[src/rtl/multicycle_sequencer_pkg.sv]
// Shared constants for the multicycle sequencer: state encoding, condition codes,
// instruction classes, NZCV bit positions and the compare-opcode range.
package multicycle_sequencer_pkg;

   localparam int unsigned STATE_W = 3;
   localparam int unsigned COND_W  = 4;
   localparam int unsigned FLAGS_W = 4;

   typedef logic [STATE_W-1:0] state_t;

   localparam logic [STATE_W-1:0] S_IDLE   = 3'd0;
   localparam logic [STATE_W-1:0] S_FETCH  = 3'd1;
   localparam logic [STATE_W-1:0] S_DECODE = 3'd2;
   localparam logic [STATE_W-1:0] S_EXEC   = 3'd3;
   localparam logic [STATE_W-1:0] S_MEM    = 3'd4;
   localparam logic [STATE_W-1:0] S_WB     = 3'd5;

   localparam logic [COND_W-1:0] COND_EQ = 4'b0000;
   localparam logic [COND_W-1:0] COND_NE = 4'b0001;
   localparam logic [COND_W-1:0] COND_CS = 4'b0010;
   localparam logic [COND_W-1:0] COND_CC = 4'b0011;
   localparam logic [COND_W-1:0] COND_MI = 4'b0100;
   localparam logic [COND_W-1:0] COND_PL = 4'b0101;
   localparam logic [COND_W-1:0] COND_VS = 4'b0110;
   localparam logic [COND_W-1:0] COND_VC = 4'b0111;
   localparam logic [COND_W-1:0] COND_HI = 4'b1000;
   localparam logic [COND_W-1:0] COND_LS = 4'b1001;
   localparam logic [COND_W-1:0] COND_GE = 4'b1010;
   localparam logic [COND_W-1:0] COND_LT = 4'b1011;
   localparam logic [COND_W-1:0] COND_GT = 4'b1100;
   localparam logic [COND_W-1:0] COND_LE = 4'b1101;
   localparam logic [COND_W-1:0] COND_AL = 4'b1110;
   localparam logic [COND_W-1:0] COND_NV = 4'b1111;

   localparam logic [1:0] CLASS_DP  = 2'b00;
   localparam logic [1:0] CLASS_MEM = 2'b01;
   localparam logic [1:0] CLASS_BR  = 2'b10;
   localparam logic [1:0] CLASS_MUL = 2'b11;

   localparam logic [3:0] CMP_OP_LO = 4'b1000;
   localparam logic [3:0] CMP_OP_HI = 4'b1011;

   localparam int unsigned FLAG_N = 3;
   localparam int unsigned FLAG_Z = 2;
   localparam int unsigned FLAG_C = 1;
   localparam int unsigned FLAG_V = 0;

   function automatic logic is_compare(input logic [3:0] op);
      return (op >= CMP_OP_LO) && (op <= CMP_OP_HI);
   endfunction

endpackage

[src/rtl/multicycle_sequencer_cond_check.sv]
// Condition-field evaluator: compares a 4-bit condition code against NZCV flags.
module cond_check
   import multicycle_sequencer_pkg::*;
(
   input  logic [3:0] cond,
   input  logic [3:0] flags,
   output logic       pass
);

   logic n, z, c, v;

   assign n = flags[FLAG_N];
   assign z = flags[FLAG_Z];
   assign c = flags[FLAG_C];
   assign v = flags[FLAG_V];

   always_comb begin
      pass = 1'b0;
      case (cond)
         COND_EQ: pass = z;
         COND_NE: pass = ~z;
         COND_CS: pass = c;
         COND_CC: pass = ~c;
         COND_MI: pass = n;
         COND_PL: pass = ~n;
         COND_VS: pass = v;
         COND_VC: pass = ~v;
         COND_HI: pass = c & ~z;
         COND_LS: pass = ~c | z;
         COND_GE: pass = (n == v);
         COND_LT: pass = (n != v);
         COND_GT: pass = ~z & (n == v);
         COND_LE: pass = z | (n != v);
         COND_AL: pass = 1'b1;
         COND_NV: pass = 1'b0;
         default: pass = 1'b0;
      endcase
   end

endmodule

[src/rtl/multicycle_sequencer.sv]
// Six-state fetch/decode/execute sequencer with Moore-decoded control outputs.
// Define COND_EXEC_EN to honour the condition field; otherwise every instruction executes.
module multicycle_sequencer
   import multicycle_sequencer_pkg::*;
(
   input  logic        clk,
   input  logic        rst_n,
   input  logic [31:0] instr,
   output logic        imem_req,
   input  logic        imem_ack,
   output logic        dmem_req,
   output logic        dmem_we,
   input  logic        dmem_ack,
   input  logic [3:0]  alu_flags,
   output logic [7:0]  alu_ctrl,
   output logic        wen_ARd,
   output logic        reg_file_ctrl_BL,
   output logic        pc_en,
   output logic        pc_sel,
   output logic [3:0]  flags,
   output logic        illegal,
   output logic        busy
);

   state_t      state, state_nx;
   logic [31:0] ir_q;
   logic [3:0]  flags_q;
   logic        store_done_q;

   logic        ir_load, flags_load, store_done_d;
   logic        cond_pass;
   logic [1:0]  iclass;
   logic [3:0]  opcode;
   logic        is_cmp, is_mul_ok, sets_flags;
   logic        unused_ir;

   assign iclass     = ir_q[27:26];
   assign opcode     = ir_q[24:21];
   assign is_cmp     = (iclass == CLASS_DP) && is_compare(opcode);
   assign is_mul_ok  = (iclass == CLASS_MUL) && (ir_q[23:21] == 3'b000);
   assign sets_flags = ((iclass == CLASS_DP) || is_mul_ok) && (ir_q[20] || is_cmp);

`ifdef COND_EXEC_EN
   cond_check u_cond_check (
      .cond  (ir_q[31:28]),
      .flags (flags_q),
      .pass  (cond_pass)
   );
   assign unused_ir = ^ir_q[19:0];
`else
   assign cond_pass = 1'b1;
   assign unused_ir = ^{ir_q[31:28], ir_q[19:0]};
`endif

   assign flags = flags_q;
   assign busy  = (state != S_IDLE);

   always_ff @(posedge clk or negedge rst_n) begin
      if (!rst_n) state <= S_IDLE;
      else        state <= state_nx;
   end

   // Instruction, architectural flags and the deferred store-completion pc_en pulse.
   always_ff @(posedge clk or negedge rst_n) begin
      if (!rst_n) begin
         ir_q         <= 32'h0;
         flags_q      <= 4'h0;
         store_done_q <= 1'b0;
      end else begin
         if (ir_load)    ir_q    <= instr;
         if (flags_load) flags_q <= alu_flags;
         store_done_q <= store_done_d;
      end
   end

   always_comb begin
      state_nx         = state;
      ir_load          = 1'b0;
      flags_load       = 1'b0;
      store_done_d     = 1'b0;
      imem_req         = 1'b0;
      dmem_req         = 1'b0;
      dmem_we          = 1'b0;
      alu_ctrl         = 8'h00;
      wen_ARd          = 1'b0;
      reg_file_ctrl_BL = 1'b0;
      pc_en            = store_done_q;
      pc_sel           = 1'b0;
      illegal          = 1'b0;
      case (state)
         S_IDLE: state_nx = S_FETCH;
         S_FETCH: begin
            imem_req = 1'b1;
            if (imem_ack) begin
               ir_load  = 1'b1;
               state_nx = S_DECODE;
            end
         end
         S_DECODE: begin
            if (cond_pass) begin
               state_nx = S_EXEC;
            end else begin
               pc_en    = 1'b1;
               state_nx = S_FETCH;
            end
         end
         S_EXEC: begin
            alu_ctrl   = ir_q[27:20];
            flags_load = sets_flags;
            case (iclass)
               CLASS_DP: begin
                  if (is_cmp) begin
                     pc_en    = 1'b1;
                     state_nx = S_FETCH;
                  end else begin
                     state_nx = S_WB;
                  end
               end
               CLASS_MEM: state_nx = S_MEM;
               CLASS_BR:  state_nx = S_WB;
               default: begin
                  if (is_mul_ok) begin
                     state_nx = S_WB;
                  end else begin
                     illegal  = 1'b1;
                     pc_en    = 1'b1;
                     state_nx = S_FETCH;
                  end
               end
            endcase
         end
         S_MEM: begin
            // Store completion raises pc_en from a register next cycle, keeping ack off the output path.
            alu_ctrl = ir_q[27:20];
            dmem_req = 1'b1;
            dmem_we  = ~ir_q[20];
            if (dmem_ack) begin
               if (ir_q[20]) begin
                  state_nx = S_WB;
               end else begin
                  store_done_d = 1'b1;
                  state_nx     = S_FETCH;
               end
            end
         end
         S_WB: begin
            alu_ctrl = ir_q[27:20];
            wen_ARd  = 1'b1;
            pc_en    = 1'b1;
            if (iclass == CLASS_BR) begin
               pc_sel           = 1'b1;
               reg_file_ctrl_BL = ir_q[24];
            end
            state_nx = S_FETCH;
         end
         default: state_nx = S_IDLE;
      endcase
   end

endmodule

[config.mk]
export PLATFORM = sky130hd
export DESIGN_NAME = multicycle_sequencer
export DESIGN_NICKNAME = d
export VERILOG_FILES = /design/src/rtl/multicycle_sequencer_pkg.sv /design/src/rtl/multicycle_sequencer_cond_check.sv /design/src/rtl/multicycle_sequencer.sv
export SDC_FILE = /design/constraint.sdc
export NUM_CORES = 1
export LEC_CHECK = 0
export ABC_AREA = 1
export CAP_MARGIN = 10
export CORE_ASPECT_RATIO = 0.8
export CORE_UTILIZATION = 38
export DETAILED_ROUTE_END_ITERATION = 8
export PLACE_DENSITY = 0.82
export SLEW_MARGIN = 20
export SYNTH_ARGS = -nofsm -noshare
export SYNTH_HDL_FRONTEND = slang
export SYNTH_SLANG_ARGS = --single-unit
[constraint.sdc]
create_clock -name clk -period 4.5 [get_ports clk]
set_input_delay 1.35 -clock clk [delete_from_list [all_inputs] [get_ports clk]]
set_output_delay 1.35 -clock clk [all_outputs]
set_load 0.01 [all_outputs]
==> results of run 1 <==
[worst paths after layout]
kind,endpoint,slack [ps]
max in group asynchronous,ir_q[20],2580
min in group asynchronous,flags[3],1470
min reg2reg,flags[0],500
max reg2reg,flags[2],3090
max,pc_en,1130
min,flags[0],500
[metal layers]
metal / global-route usage, % / vias to the layer above / part of all wire, %
li1: - / 454 / -
met2: 26.7 / 20 / 44
met4: 5.85 / 0 / 1.2
met3: 4.49 / 4 / 3.8
met1: 24.3 / 391 / 51
met5: 0 / - / 0
[registers in the layout, indices dropped and copies added (netlist names)]
name / count
store_done_q: 1
flags: 4
state: 3
ir_q: 8
[stage by stage]
stage          util [%]  total power, W  hold WS [ps]  setup WS (ps)
2_1_floorplan         -        0.000576           453           1940
3_3_place_gp       58.7        0.000797           465           1480
3_5_place_dp       58.7        0.000813           478           1450
4_1_cts            60.3        0.000917           501           1100
5_1_grt            60.3        0.000989           522            928
6_report           60.3        0.000906           498           1130
[tightest hold or removal path, stage by stage, from the launching register on]
cell and delay, ps:
dfrtp_1 350, nand2_1 50, o21ai_0 60
[final cells by class]
class                      count  area (sq um)  share of cell area, %
multi-input combinational     82           439                   32.4
timing repair buffer          36           360                   26.5
sequential                    16           400                   29.5
tap                           25          31.3                   2.30
clock buffer                   4          36.3                   2.67
inverter                      24          90.1                   6.64
[logic make-up (layout without fill, tap and decap cells)]
kind of cell	Yosys count	count (layout)	share of synthesized area, %
buf+inv	25	64	10.8
flops	16	16	42.6
compound gates	16	16	9.84
fa+ha+maj	5	5	6.65
simple gates	61	61	30.2
[placed cells by master, fill, tap and decap left out]
cell type / netlist / layout
nor2_1: 23 / 23
nand2_2: 1 / 1
inv_2: 3 / 3
nand3_4: 1 / 1
clkbuf_4: 0 / 3
ha_1: 5 / 5
clkdlybuf4s50_1: 0 / 36
a21oi_2: 2 / 2
nor2_2: 2 / 2
nand2_1: 22 / 22
inv_1: 21 / 21
o21bai_1: 1 / 1
a21oi_1: 8 / 8
nand3_1: 5 / 5
o21ai_0: 4 / 4
nor3_1: 4 / 4
clkbuf_8: 0 / 1
dfrtp_1: 16 / 16
nor2_4: 2 / 2
nand2_4: 1 / 1
o21a_1: 1 / 1
[where the power goes]
group          total [W]  internal, W  leakage (nW)  switching [W]
combinational   0.000547     0.000258         0.462       0.000290
sequential      0.000260     0.000209         0.182      0.0000506
clock          0.0000990    0.0000494        0.0210      0.0000496
total           0.000906     0.000517         0.665       0.000390
[cell usage after synthesis]
cell,number
nor2_1,23
nand2_1,22
inv_1,21
dfrtp_1,16
a21oi_1,8
ha_1,5
nand3_1,5
nor3_1,4
o21ai_0,4
inv_2,3
a21oi_2,2
nor2_2,2
nor2_4,2
buf_6,1
nand2_2,1
nand2_4,1
nand3_4,1
o21a_1,1
o21bai_1,1
==> metrics.txt, run 1 <==
hold buffers post-CTS 0; fmax 0.296 GHz; final net count 208; ranking of synthesized cells by area dfrtp_1, nor2_1, nand2_1; ant diodes 0; status finished, violations left; Max stage delay on crit path 470 ps; initial DRC count 24; Worst-path clk slew 100 ps; crit path DAT 2020 ps; Synth cell types 19; layout cells sized above 1 9.88%; Synth Area per Inst 7.65 sq um; crit start category flip-flop; Worst Setup End Kind output pin; routability cong. 0.829; CTS resizes 0; gr ovfl total 0; Worst EP required 3150 ps; violated checks design-rule violations; CP max-delay cell clkdlybuf4s50_1; clock buffer count from CTS 3; initial antenna violation count 0; Final Hold Fails 0; Initial Util 41.8%; cell area after layout 1360 sq um; CP Depth 7; DR WL/cell 11.0 um; Setup Buffers After CTS 0; share of the synthesized area in the top cell type 42.6%; cell taking the most area after synthesis dfrtp_1; post-layout min period 3370 ps; die width 57.6 um; Synth Instances 123; DPL Wire Length 1.64 mm; maximum root-to-sink buffer count 2; worst-skew pair later-pin latency 300 ps; Vias 869; core area 2250 sq um; 1st-pass router iterations 6; Post-DP Area 1320 sq um; post-detailed-route count of antenna-violating nets 0; post-synthesis register bit count 16; fin. max-slew vios 0; Max transition margin 52.2%; R2R Path Start ir_q[26]; skew final 6.86 ps; first-pass GRT wire length 3.39 mm; Buffers on Ports 36; Ports 61; HP Class flip-flop to flip-flop; CTS H-tree depth 1; fill count 207; HP Start flags[0]; RSZ-0062 raised after global routing no; Netlist Area Pre-Place 941 sq um; setup_tns 0 ps; crit path kind flip-flop to output pin; Die Y 46.5 um; Tightest Pin Transition 715 ps; sequential area share after synthesis 42.6%; worst setup path startpoint ir_q[26]; synthesis-to-layout area growth 44.3%; Routed WL 2.05 mm; clk sinks 16; CP Cell Sequence inv_1 > ha_1 > nor2_1 > nand3_1 > a21oi_1 > nand2_1 > clkdlybuf4s50_1; number of global-route vias before repair 748; # DRC 2; Die Area 2680 sq um; worst path bufs/invs 2; Via density 4.65; worst vdd ir 328 uV; peak fanout along the critical path 4; final setup violation count 0; Row Count 15; pin count of the biggest net entering global routing 17; CTS root buf clkbuf_4; static leakage 0.665 nW; Final Non-Filler Cells 187; WHS Path Cells 2; GRT Total Usage 17.5%; Worst Reg-to-Reg Cells 7; pwr dens 668 nW/um^2; placed cells 183; Syn Nets 168; Max Cap Viol 0; TritonCTS clock tree built; Period Utilization, post-route 75.0%; synth warn 0; CP delay by family, top buffers and inverters
Power figures use the tool's default switching activity.
==> run 2, diff against run 1 <==
CORE_UTILIZATION = 36   (was 38)
PLACE_DENSITY = 0.78   (was 0.82)
clock period = 3.2 ns   (was 4.5 ns; I/O delays follow)
==> run 2 against run 1 <==
The run now ends clean. Wire length grew 0.15%. Setup slack lost 940 ps. Register-to-register slack lost 1300 ps.
==> metrics.txt, run 2 (synthesized netlist as in run 1, its figures left out) <==
met1 GRT Util 18.6% (was 24.3%); Psw 0.000546 W (was 0.000390 W); post-detailed-route count of antenna-violating nets 0 (unchanged); initial antenna violation count 0 (unchanged); CTS root buf clkbuf_4 (unchanged); Min-Delay Endpoint store_done_q (was flags[0]); Worst Setup End Kind output pin (unchanged); peak fanout along the critical path 4 (unchanged); maximum root-to-sink buffer count 2 (unchanged); Worst Reg-to-Reg Cells 7 (unchanged); DPL Wire Length 1.64 mm (about the same); number of global-route vias before repair 770 (was 748); WHS 481 ps (was 498 ps); initial DRC count 24 (unchanged); first-pass GRT wire length 3.14 mm (was 3.39 mm); pwr dens 927 nW/um^2 (was 668 nW/um^2); GR peak layer met2 (unchanged); Reg-to-Reg End flags[1] (was flags[2]); crit path kind flip-flop to output pin (unchanged); Setup Buffers After CTS 0 (unchanged); fmax 0.332 GHz; WHS Path Cells 1 (was 2); worst-skew pair later-pin latency 280 ps (was 300 ps); layout cells sized above 1 9.88% (unchanged); Max transition margin 49.7% (was 52.2%); Worst EP required 2240 ps (was 3150 ps); Reg2Reg Setup Slack 1820 ps (was 3090 ps); Max Cap Viol 0 (unchanged); Period Utilization, post-route 94.2%; PnR Total Power 0.00127 W (was 0.000906 W); CTS H-tree depth 1 (unchanged); die width 59.2 um (was 57.6 um); core area 2460 sq um (was 2250 sq um); final net count 208 (unchanged); R2R Path Start ir_q[26] (unchanged); DR WL/cell 10.4 um (was 11.0 um); # DRC 0 (was 2); routability cong. 0.889 (was 0.829); Buffers on Ports 36 (unchanged); worst slack, placed 512 ps (was 1450 ps); TritonCTS clock tree built (unchanged); RSZ-0062 raised after global routing no (unchanged); status finished, final reports clean (was finished, violations left); GRT Total Usage 15.6% (was 17.5%); internal cell power 0.000726 W (was 0.000517 W); final worst slack 187 ps (was 1130 ps); Final Hold Fails 0 (unchanged); gr ovfl total 0 (unchanged); crit start category flip-flop (unchanged); fin. max-slew vios 0 (unchanged); combinational share of power 60.8% (was 60.4%); commonest non-fill, non-tap cell in the layout clkdlybuf4s50_1 (unchanged); CTS resizes 0 (unchanged); HP Start ir_q[20] (was flags[0]); Max stage delay on crit path 480 ps (was 470 ps); clock buffer count from CTS 3 (unchanged); worst vdd ir 401 uV (was 328 uV); ant diodes 0 (unchanged); pin count of the biggest net entering global routing 17 (unchanged); crit path DAT 2050 ps (was 2020 ps); Clk network pwr share 10.5% (was 10.9%); Die Area 2820 sq um (was 2680 sq um); Die Y 47.7 um (was 46.5 um); CP Cell Sequence inv_1 > ha_1 > nor2_1 > nand3_1 > a21oi_1 > nand2_1 > clkdlybuf4s50_1 (unchanged); 1st-pass router iterations 4 (was 6); Finished Core Util 55.7% (was 60.3%); M3 GR Usage 4.32% (was 4.49%); synthesis-to-layout area growth 45.7% (was 44.3%); post-layout min period 3010 ps; Tightest Pin Transition 752 ps (was 715 ps); sequential cell fraction of total power 28.7% (about the same); Sequential cell area 400 sq um (unchanged); met2 usage 27.3% (was 26.7%); most frequent cells in the layout clkdlybuf4s50_1, nor2_1, nand2_1 (unchanged); Row Count 16 (was 15); Routed WL 2.06 mm (was 2.05 mm); Ports 61 (unchanged); max reg flops 8 (unchanged); fill count 244 (was 207); CP max-delay cell clkdlybuf4s50_1 (unchanged); clk sinks 16 (unchanged); area of the multi-input gates 439 sq um (unchanged); Via density 4.42 (was 4.65); skew final 2.33 ps (was 6.86 ps); hold buffers post-CTS 0 (unchanged); HP Class flip-flop to flip-flop (unchanged); Initial Util 38.2% (was 41.8%); setup_tns 0 ps (unchanged); Vias 875 (was 869); sw frac 42.9% (was 43.0%); largest register by flop count ir_q (unchanged); final setup violation count 0 (unchanged); static leakage 0.665 nW (unchanged); worst path bufs/invs 2 (unchanged); CP delay by family, top buffers and inverters (unchanged); Worst-path clk slew 100 ps (about the same)
run 2: final cells by class:
class	count	area share, %
multi-input combinational	82	32.0
sequential	16	29.2
timing repair buffer	36	26.3
inverter	24	6.57
tap	36	3.28
clock buffer	4	2.65
run 2: per-stage QoR:
| stage | cell area (sq um) | instances |
|---|---|---|
| floorplan | 941 | 123 |
| global placement | 1340 | 194 |
| detailed placement | 1340 | 194 |
| CTS | 1370 | 198 |
| global route | 1370 | 198 |
| finish | 1370 | 198 |
run 2: metal layers:
layer	share of wire (%)	vias to the layer above
li1	-	455
met1	46	386
met2	47	34
met3	7.1	0
met4	0	0
met5	0	-
run 2: worst reg2reg max path, cell delays in order (launching register included):
cell	delay (ps)
dfrtp_1	420
inv_1	130
ha_1	220
nand3_1	120
nand2_1	120
nand3_4	110
nand2_1	70
o21ai_0	70
run 2: power groups by stage:
stage	Combinational (W)	Sequential (W)	Clock, W
floorplan	0.000438	0.000371	0
global placement	0.000755	0.000365	0
detailed placement	0.000775	0.000370	0
CTS	0.000781	0.000366	0.000139
global route	0.000859	0.000379	0.000151
finish	0.000773	0.000365	0.000133
run 2: worst max path at each step:
| stage | endpoint | start | depth (start not counted) |
|---|---|---|---|
| 2_1_floorplan | reg_file_ctrl_BL | state[1] | 5 |
| 3_3_place_gp | pc_en | ir_q[26] | 7 |
| 3_5_place_dp | pc_en | ir_q[26] | 7 |
| 4_1_cts | pc_en | ir_q[26] | 7 |
| 5_1_grt | pc_en | ir_q[26] | 7 |
| 6_report | pc_en | ir_q[26] | 7 |
==> run 3, diff against run 2 <==
CTS_BUF_LIST = sky130_fd_sc_hd__clkbuf_16   (was not set)
HOLD_SLACK_MARGIN = 0.12   (was not set)
==> run 3 against run 2 <==
Count of clock-buffer cells in the layout decreased by 1. Cell count is the same. Sequential cell count unchanged. Via count up 0.34%. Critical endpoint unchanged.
==> metrics.txt, run 3 (synthesized netlist as in run 1, its figures left out) <==
CP max-delay cell clkdlybuf4s50_1 (unchanged); PnR Total Power 0.00139 W (was 0.00127 W); # DRC 0 (unchanged); post-layout min period 2960 ps (was 3010 ps); RSZ-0062 raised after global routing no (unchanged); Ports 61 (unchanged); clk sinks 16 (unchanged); status finished, final reports clean (unchanged); Max stage delay on crit path 530 ps (was 480 ps); number of global-route vias before repair 800 (was 770); maximum root-to-sink buffer count 2 (unchanged); pwr dens 980 nW/um^2 (was 927 nW/um^2); Routed WL 2.13 mm (was 2.06 mm); Final Hold Fails 0 (unchanged); initial DRC count 16 (was 24); max reg flops 8 (unchanged); hold buffers post-CTS 0 (unchanged); fill count 237 (was 244); CP Cell Sequence inv_1 > ha_1 > nand3_1 > nor3_1 > nor2_1 > nand2_1 > clkdlybuf4s50_1 (was inv_1 > ha_1 > nor2_1 > nand3_1 > a21oi_1 > nand2_1 > clkdlybuf4s50_1); Worst-path clk slew 50 ps (was 100 ps); TritonCTS clock tree built (unchanged); ant diodes 0 (unchanged); CTS H-tree depth 1 (unchanged); CP delay by family, top buffers and inverters (unchanged); most frequent cells in the layout clkdlybuf4s50_1, nor2_1, nand2_1 (unchanged); DR WL/cell 10.8 um (was 10.4 um); Max Cap Viol 0 (unchanged); worst vdd ir 450 uV (was 401 uV); fmax 0.338 GHz (was 0.332 GHz); CTS root buf clkbuf_16 (was clkbuf_4); final setup violation count 0 (unchanged); peak fanout along the critical path 4 (unchanged); crit path DAT 2000 ps (was 2050 ps); Via density 4.43 (was 4.42); placed cells 194 (unchanged); die width 59.2 um (unchanged); clock buffer count from CTS 3 (unchanged); GRT Total Usage 15.8% (was 15.6%); layout cells sized above 1 9.26% (was 9.88%); synthesis-to-layout area growth 50.3% (was 45.7%); Worst Setup End Kind output pin (unchanged); fin. max-slew vios 0 (unchanged); crit start category flip-flop (unchanged); Max transition margin 50.6% (was 49.7%); 1st-pass router iterations 4 (unchanged); CTS resizes 0 (unchanged); Post-DP Area 1340 sq um (unchanged); Period Utilization, post-route 92.5% (was 94.2%); Final Non-Filler Cells 198 (unchanged); core area 2460 sq um (unchanged); DPL Wire Length 1.64 mm (unchanged); worst slack, placed 512 ps (unchanged); post-detailed-route count of antenna-violating nets 0 (unchanged); pin count of the biggest net entering global routing 17 (unchanged); Setup Buffers After CTS 0 (unchanged); Die Area 2820 sq um (unchanged); commonest non-fill, non-tap cell in the layout clkdlybuf4s50_1 (unchanged); Die Y 47.7 um (unchanged); Worst EP required 2240 ps (about the same); worst path bufs/invs 2 (unchanged); setup_tns 0 ps (unchanged); static leakage 0.683 nW (was 0.665 nW); largest register by flop count ir_q (unchanged); HP Class flip-flop to flip-flop (unchanged); Initial Util 38.2% (unchanged); gr ovfl total 0 (unchanged); skew final 4.31 ps (was 2.33 ps); final net count 208 (unchanged); final worst slack 239 ps (was 187 ps); Row Count 16 (unchanged); first-pass GRT wire length 3.19 mm (was 3.14 mm); crit path kind flip-flop to output pin (unchanged); routability cong. 0.889 (unchanged); Vias 878 (was 875); cell area after layout 1410 sq um (was 1370 sq um); worst-skew pair later-pin latency 250 ps (was 280 ps); initial antenna violation count 0 (unchanged); Tightest Pin Transition 739 ps (was 752 ps); Buffers on Ports 36 (unchanged)
## run 3: cell count changes in the layout (fill, tap and decap cells not counted), sizes merged
cell / change
clkbuf: -1
clkinv: +1
## run 3: path summary, 6_finish.rpt
path	endpoint	cells past startpoint	slack, ps	start
max reg2reg	flags[1]	7	1820	ir_q[27]
min in group asynchronous	ir_q[20]	1	1160	rst_n
min reg2reg	store_done_q	1	480	ir_q[20]
max in group asynchronous	ir_q[27]	1	1580	rst_n
min	store_done_q	1	480	ir_q[20]
max	pc_en	7	240	ir_q[27]
## run 3: metrics by stage
stage / hold WS [ps] / utilization [%]
after global placement: 467 / 54.2
after global routing: 494 / 57.4
after detailed placement: 468 / 54.2
after CTS: 474 / 57.4
after floorplan: 453 / -
final: 481 / 57.4
## run 3: cell type report
cell class | instances | area (sq um) | share of cell area [%]
Clock buffer | 3 | 75.1 | 5.31
Clock inverter | 1 | 3.75 | 0.265
Inverter | 24 | 90.1 | 6.37
Multi-Input combinational cell | 82 | 439 | 31.1
Sequential cell | 16 | 400 | 28.3
Tap cell | 36 | 45.0 | 3.19
Timing Repair Buffer | 36 | 360 | 25.5
## run 3: where the power goes
group          leakage (nW)  switching (W)  internal, W  total (W)
Clock                0.0385      0.0000785     0.000166   0.000244
Combinational         0.462       0.000413     0.000362   0.000775
Sequential            0.182      0.0000714     0.000296   0.000367
Total                 0.683       0.000563     0.000824    0.00139
## run 3: worst reg2reg max path, stage by stage, from the launching register on
cell	delay, ps
dfrtp_1	410
inv_1	130
ha_1	220
nand3_1	130
nand2_1	120
nand3_4	110
nand2_1	70
o21ai_0	70
## run 3: routing by layer
| metal | wire [um] | global-route usage, % | vias up |
|---|---|---|---|
| met4 | 4 | 8.10 | 0 |
| met3 | 137 | 3.24 | 2 |
| met2 | 1040 | 28.2 | 33 |
| met1 | 943 | 18.6 | 392 |
| li1 | - | - | 451 |
| met5 | 0 | 0 | - |
